==> src/rtl/mc_ctrl.sv <==
// Multi-cycle MIPS control sequencer: one memory port and one ALU are shared across
// the FETCH/DECODE/EXE/MEM/WB steps, and every memory access waits on mem_ready.
module mc_ctrl (
   input  logic        clk,
   input  logic        rst,
   input  logic [5:0]  Op,
   input  logic [5:0]  Funct,
   input  logic        Zero,
   input  logic        mem_ready,
   output logic        PCWrite,
   output logic        IRWrite,
   output logic        MemRead,
   output logic        MemWrite,
   output logic        IorD,
   output logic        RegWrite,
   output logic        ALUSrcB,
   output logic        EXTOp,
   output logic [4:0]  ALUOp,
   output logic [3:0]  NPCOp,
   output logic [1:0]  GPRSel,
   output logic [1:0]  WDSel,
   output logic [3:0]  LOADSel,
   output logic        illegal,
   output logic [2:0]  state,
   output logic [31:0] instret
);

   localparam int unsigned ALUW = 5;
   localparam int unsigned NPCW = 4;
   localparam int unsigned SELW = 2;
   localparam int unsigned LSW  = 4;
   localparam int unsigned CNTW = 32;

   typedef enum logic [2:0] {
      S_FETCH = 3'd0, S_DECODE = 3'd1, S_EXE = 3'd2, S_MEM = 3'd3, S_WB = 3'd4
   } state_t;

   typedef enum logic [2:0] {
      C_RALU, C_IALU, C_LOAD, C_STORE, C_BR, C_J, C_ILL
   } cls_t;

   state_t              state_q, state_d, st_eff;
   logic [CNTW-1:0]     instret_q;
   cls_t                cls;
   logic [ALUW-1:0]     d_alu, r_alu;
   logic                d_srcb, d_ext, d_link;
   logic [SELW-1:0]     d_gpr, d_wd;
   logic [LSW-1:0]      d_lsel;
   logic [NPCW-1:0]     d_npc;
   logic                sel_en, br_taken;

   // Instruction decode: class plus the datapath selects shared with the single-cycle core.
   always_comb begin
      cls    = C_ILL;
      d_alu  = '0;
      d_srcb = 1'b0;
      d_ext  = 1'b0;
      d_gpr  = '0;
      d_wd   = '0;
      d_lsel = '0;
      d_npc  = '0;
      d_link = 1'b0;
      r_alu  = '0;
      unique case (Funct)
         6'h20, 6'h21: r_alu = ALUW'(1);
         6'h22, 6'h23: r_alu = ALUW'(2);
         6'h24:        r_alu = ALUW'(3);
         6'h25:        r_alu = ALUW'(4);
         6'h2A:        r_alu = ALUW'(5);
         6'h2B:        r_alu = ALUW'(6);
         6'h00:        r_alu = ALUW'(7);
         6'h27:        r_alu = ALUW'(8);
         6'h02:        r_alu = ALUW'(10);
         6'h04:        r_alu = ALUW'(11);
         6'h26:        r_alu = ALUW'(12);
         6'h03:        r_alu = ALUW'(13);
         6'h07:        r_alu = ALUW'(14);
         6'h06:        r_alu = ALUW'(15);
         default:      r_alu = '0;
      endcase
      case (Op)
         6'h00: begin
            if (r_alu != '0) begin
               cls   = C_RALU;
               d_alu = r_alu;
            end else if (Funct == 6'h08) begin
               cls   = C_J;
               d_npc = NPCW'(3);
            end else if (Funct == 6'h09) begin
               cls    = C_J;
               d_npc  = NPCW'(4);
               d_link = 1'b1;
               d_wd   = SELW'(2);
            end
         end
         6'h02: begin
            cls   = C_J;
            d_npc = NPCW'(2);
         end
         6'h03: begin
            cls    = C_J;
            d_npc  = NPCW'(2);
            d_link = 1'b1;
            d_gpr  = SELW'(2);
            d_wd   = SELW'(2);
         end
         6'h04, 6'h05: begin
            cls   = C_BR;
            d_alu = ALUW'(2);
            d_ext = 1'b1;
         end
         6'h08, 6'h0A, 6'h0C, 6'h0D, 6'h0F: begin
            cls    = C_IALU;
            d_srcb = 1'b1;
            d_gpr  = SELW'(1);
            d_ext  = (Op == 6'h08) || (Op == 6'h0A);
            case (Op)
               6'h08:   d_alu = ALUW'(1);
               6'h0A:   d_alu = ALUW'(5);
               6'h0C:   d_alu = ALUW'(3);
               6'h0D:   d_alu = ALUW'(4);
               default: d_alu = ALUW'(9);
            endcase
         end
         6'h20, 6'h21, 6'h23, 6'h24, 6'h25: begin
            cls    = C_LOAD;
            d_alu  = ALUW'(1);
            d_srcb = 1'b1;
            d_ext  = 1'b1;
            d_gpr  = SELW'(1);
            d_wd   = SELW'(1);
            case (Op)
               6'h20:   d_lsel = LSW'(1);
               6'h24:   d_lsel = LSW'(2);
               6'h21:   d_lsel = LSW'(3);
               6'h25:   d_lsel = LSW'(4);
               default: d_lsel = LSW'(0);
            endcase
         end
         6'h28, 6'h29, 6'h2B: begin
            cls    = C_STORE;
            d_alu  = ALUW'(1);
            d_srcb = 1'b1;
            d_ext  = 1'b1;
            case (Op)
               6'h28:   d_lsel = LSW'(5);
               6'h29:   d_lsel = LSW'(6);
               default: d_lsel = LSW'(0);
            endcase
         end
         default: cls = C_ILL;
      endcase
   end

   assign st_eff   = rst ? S_FETCH : state_q;
   assign sel_en   = (st_eff != S_FETCH);
   assign br_taken = (Op == 6'h05) ? ~Zero : Zero;

   // Next-state and strobe generation; reset kills every strobe in the same cycle.
   always_comb begin
      state_d  = state_q;
      PCWrite  = 1'b0;
      IRWrite  = 1'b0;
      MemRead  = 1'b0;
      MemWrite = 1'b0;
      IorD     = 1'b0;
      RegWrite = 1'b0;
      NPCOp    = '0;
      illegal  = 1'b0;
      ALUOp    = sel_en ? d_alu  : '0;
      ALUSrcB  = sel_en ? d_srcb : 1'b0;
      EXTOp    = sel_en ? d_ext  : 1'b0;
      GPRSel   = sel_en ? d_gpr  : '0;
      WDSel    = sel_en ? d_wd   : '0;
      LOADSel  = sel_en ? d_lsel : '0;
      case (state_q)
         S_FETCH: begin
            MemRead = 1'b1;
            if (mem_ready) begin
               IRWrite = 1'b1;
               state_d = S_DECODE;
            end
         end
         S_DECODE: begin
            if (cls == C_J) begin
               PCWrite  = 1'b1;
               NPCOp    = d_npc;
               RegWrite = d_link;
               state_d  = S_FETCH;
            end else if (cls == C_ILL) begin
               PCWrite = 1'b1;
               illegal = 1'b1;
               state_d = S_FETCH;
            end else begin
               state_d = S_EXE;
            end
         end
         S_EXE: begin
            if (cls == C_BR) begin
               PCWrite = 1'b1;
               NPCOp   = br_taken ? NPCW'(1) : NPCW'(0);
               state_d = S_FETCH;
            end else if (cls == C_LOAD || cls == C_STORE) begin
               state_d = S_MEM;
            end else begin
               state_d = S_WB;
            end
         end
         S_MEM: begin
            IorD     = 1'b1;
            MemRead  = (cls == C_LOAD);
            MemWrite = (cls == C_STORE);
            if (mem_ready) begin
               if (cls == C_STORE) begin
                  PCWrite = 1'b1;
                  state_d = S_FETCH;
               end else begin
                  state_d = S_WB;
               end
            end
         end
         S_WB: begin
            RegWrite = 1'b1;
            PCWrite  = 1'b1;
            state_d  = S_FETCH;
         end
         default: state_d = S_FETCH;
      endcase
      if (rst) begin
         state_d  = S_FETCH;
         PCWrite  = 1'b0;
         IRWrite  = 1'b0;
         MemRead  = 1'b0;
         MemWrite = 1'b0;
         IorD     = 1'b0;
         RegWrite = 1'b0;
         NPCOp    = '0;
         illegal  = 1'b0;
      end
   end

   always_ff @(posedge clk) begin
      if (rst) begin
         state_q   <= S_FETCH;
         instret_q <= '0;
      end else begin
         state_q <= state_d;
         if (PCWrite) instret_q <= instret_q + CNTW'(1);
      end
   end

   assign state   = 3'(st_eff);
   assign instret = rst ? '0 : instret_q;

endmodule

==> config.mk <==
export PLATFORM = sky130hd
export DESIGN_NAME = mc_ctrl
export DESIGN_NICKNAME = d
export VERILOG_FILES = /design/src/rtl/mc_ctrl.sv
export SDC_FILE = /design/constraint.sdc
export NUM_CORES = 1
export LEC_CHECK = 0
export ABC_AREA = 1
export ABC_CLOCK_PERIOD_IN_PS = 4200
export BUFFER_PORTS_ARGS = -buffer_cell sky130_fd_sc_hd__buf_2
export CORE_MARGIN = 3
export CORE_UTILIZATION = 45
export CTS_CLUSTER_SIZE = 28
export DETAILED_ROUTE_END_ITERATION = 10
export PLACE_DENSITY = 0.75
export SLEW_MARGIN = 20
export SYNTH_ARGS = -nofsm -noshare
export SYNTH_HDL_FRONTEND = slang
export SYNTH_SLANG_ARGS = --single-unit
==> constraint.sdc <==
create_clock -name clk -period 4.2 [get_ports clk]
set_input_delay 0.21 -clock clk [delete_from_list [all_inputs] [get_ports clk]]
set_output_delay 0.21 -clock clk [all_outputs]
set_load 0.005 [all_outputs]
==> metrics.txt <==
mapped cell area=0.00305 mm^2; Final Util=54.4%; RR Startpoint=state_q[2]; Post-CTS Hold Fix Bufs=0; share of cells above drive strength 1=17.5%; drt first-iter violations=297; final worst path period share=66.6%; critical path class=primary input to output pin; unrepaired setup endpoints after global routing=false; Port Buffers=73; Top Ports=77; Syn Inst Count=547; DR WL/cell=11.9 um; PD cells=218 mW/mm^2; startpoint types=primary input; vias in the first global route=3,164; largest cells by area after synthesis=dfxtp_1 23%, nand2_1 16%, nor2_1 13%; Die Y-Extent=88.3 um; Arrival @ worst endpoint=2.59 ns; max-slew violations=0; Max-Cap Viols=0; reg-to-reg endpoint=instret_q[17]; Root Driver=clkbuf_8; Remaining DRCs=0; area share of the largest cell type after synthesis=23.0%; Worst Path Max Fanout=52; largest net degree at the start of global routing=56; synth unique cells=38; Setup Skew=0.00964 ns; nature of the critical path endpoint=output pin; fraction of registers with async set/reset=0%; YS warnings=0; Layout Nets=634; Post-DP HPWL=6330 um; status=finished, final reports clean; Hold WC Path Type=primary input to register; clock latency on the worst-skew pair=0.29 ns; synthesized area per cell=5.57 um^2; post-CTS setup buffer count=0; sequential fraction of the synthesis area=23.0%; initial cell density of the core=47.2%; synthesized flop and latch total=35; Lkg Pwr=0.00174 uW; Final Hold Viols=0; Placer Congestion=0.949; die area=0.00779 mm^2; Total GRT Usage=21.3%; hold depth=4; drt pass-1 iters=5; Post-synth EDFFs=0; Vias per Instance=5.16; Max Fclk=358 MHz; Routed Antenna Nets=0; # fillers=671; # H-tree levels=2; initial antenna violation count=0; Area growth syn-to-layout=15.3%; final hold slack=0.273 ns; Longest Clk Path Bufs=2; critical path required time=3.99 ns; # clock sinks=35; Fin Setup TNS=0 ns; gr ovfl total=0; Core ar.=0.00646 mm^2; Slew headroom=38.3%; post-route minimum period=2.80 ns; first-pass GRT wire length=13,600 um; post-CTS sizing=0; dominant synthesized flop cell=dfxtp_1; Vias=3,562; clock transition at the registers of the reported paths=0.07 ns; CTS tree=yes; Cell Rows=29; Peak VDD IR=0.000131 V; n_diodes=0; R2R Setup Slk=1.87 ns; Synth area leader=dfxtp_1; routed wire length=8220 um; Die Width=88.3 um; CTS Buf Count=5; R2R depth=10; Worst Setup EP=PCWrite; CP Launch Point=Funct[1]; slew at the pin closest to its max-slew limit=0.926 ns; Setup-failing EPs final=0
cell families (layout without fill, tap and decap cells):
logic type               Yosys count  after routing  synth area share, %
XOR/XNOR                           3              3                0.863
AND/OR/NAND/NOR                  350            350                 50.5
AO/OA/AOI/OAI                     44             44                 8.30
flip-flops                        35             35                 23.0
other                              1              3                0.123
adder cells (fa/ha/maj)            6              6                 2.47
buffers and inverters            108            172                 14.7
sequential cells by signal, summed over array words and instances (netlist names):
register / count
instret_q: 32
state_q: 3
metal layers:
| layer | track usage, % | share of wire [%] |
|---|---|---|
| met2 | 35.9 | 46 |
| met3 | 3.45 | 4.9 |
| met1 | 28.3 | 47 |
| met5 | 0 | 0 |
| met4 | 5.49 | 1.3 |
worst max-delay path, cell delays in order:
cell	delay [ns]
buf_2	0.12
inv_1	0.10
ha_1	0.23
inv_1	0.08
nand2_1	0.06
nand2_1	0.07
nand2_1	0.05
nand3_1	0.06
nand2_1	0.08
nor2_1	0.22
nand3b_1	0.11
nand2_1	0.09
nand3_2	0.10
nand2_2	0.08
nand2_2	0.06
nand2_4	0.41
nand2_1	0.24
inv_2	0.10
buf_2	0.11
layout make-up:
| type | count | area (um^2) | share of cell area [%] |
|---|---|---|---|
| flip-flops and latches | 35 | 701 | 20.0 |
| multi-input cells | 406 | 1900 | 54.2 |
| repair buffers | 74 | 373 | 10.6 |
| well taps | 77 | 96.3 | 2.74 |
| clock buffers | 8 | 100 | 2.85 |
| inverters | 90 | 338 | 9.62 |
power breakdown:
group          switching (uW)  internal, uW
logic                     108          40.4
clock network             126           150
registers                4.33           336
total                     238           526
through the flow:
step	cells	total power, uW	area [um^2]	setup slack [ns]
detailed placement	682	494	3410	1.42
finish	690	765	3510	1.40
global placement	682	493	3410	1.53
floorplan	549	463	3050	2.28
CTS	690	763	3510	1.42
global route	690	799	3510	1.08
Yosys cell counts (2+ instances only):
cell,instances
nand3_2,2
nor4_1,8
xor2_1,3
nor3_1,22
nand2_1,129
o21ai_0,6
nand2_2,6
dfxtp_1,35
ha_1,6
inv_1,82
a21oi_1,26
a31oi_1,2
a221oi_1,4
nor2_1,108
buf_1,4
nand4_1,9
nor2_4,3
nor2_2,4
nand3b_1,2
inv_2,7
clkbuf_1,5
nand3_1,52
buf_4,5
buf_6,3
cell usage in the layout (no fill, tap or decap), types with 2 or more instances in the layout:
cell	instances
inv_1	82
nand3b_1	2
ha_1	6
dfxtp_1	35
nor4_1	8
nor3_1	22
o21ai_0	6
inv_2	7
a21oi_1	26
nor2_1	108
nand2_2	6
a31oi_1	2
nand2_1	129
nor2_2	4
clkbuf_8	7
nor2_4	3
a221oi_1	4
nand4_1	9
buf_2	73
nand3_2	2
xor2_1	3
nand3_1	52
conb_1	3
how the worst min path moves through the flow:
stage | start | to
floorplan | mem_ready | state_q[0]
global placement | instret_q[11] | instret_q[11]
detailed placement | instret_q[20] | instret_q[20]
finish | mem_ready | state_q[0]
global route | mem_ready | state_q[0]
CTS | mem_ready | state_q[0]
No activity file was read; power rests on OpenSTA's default activity.
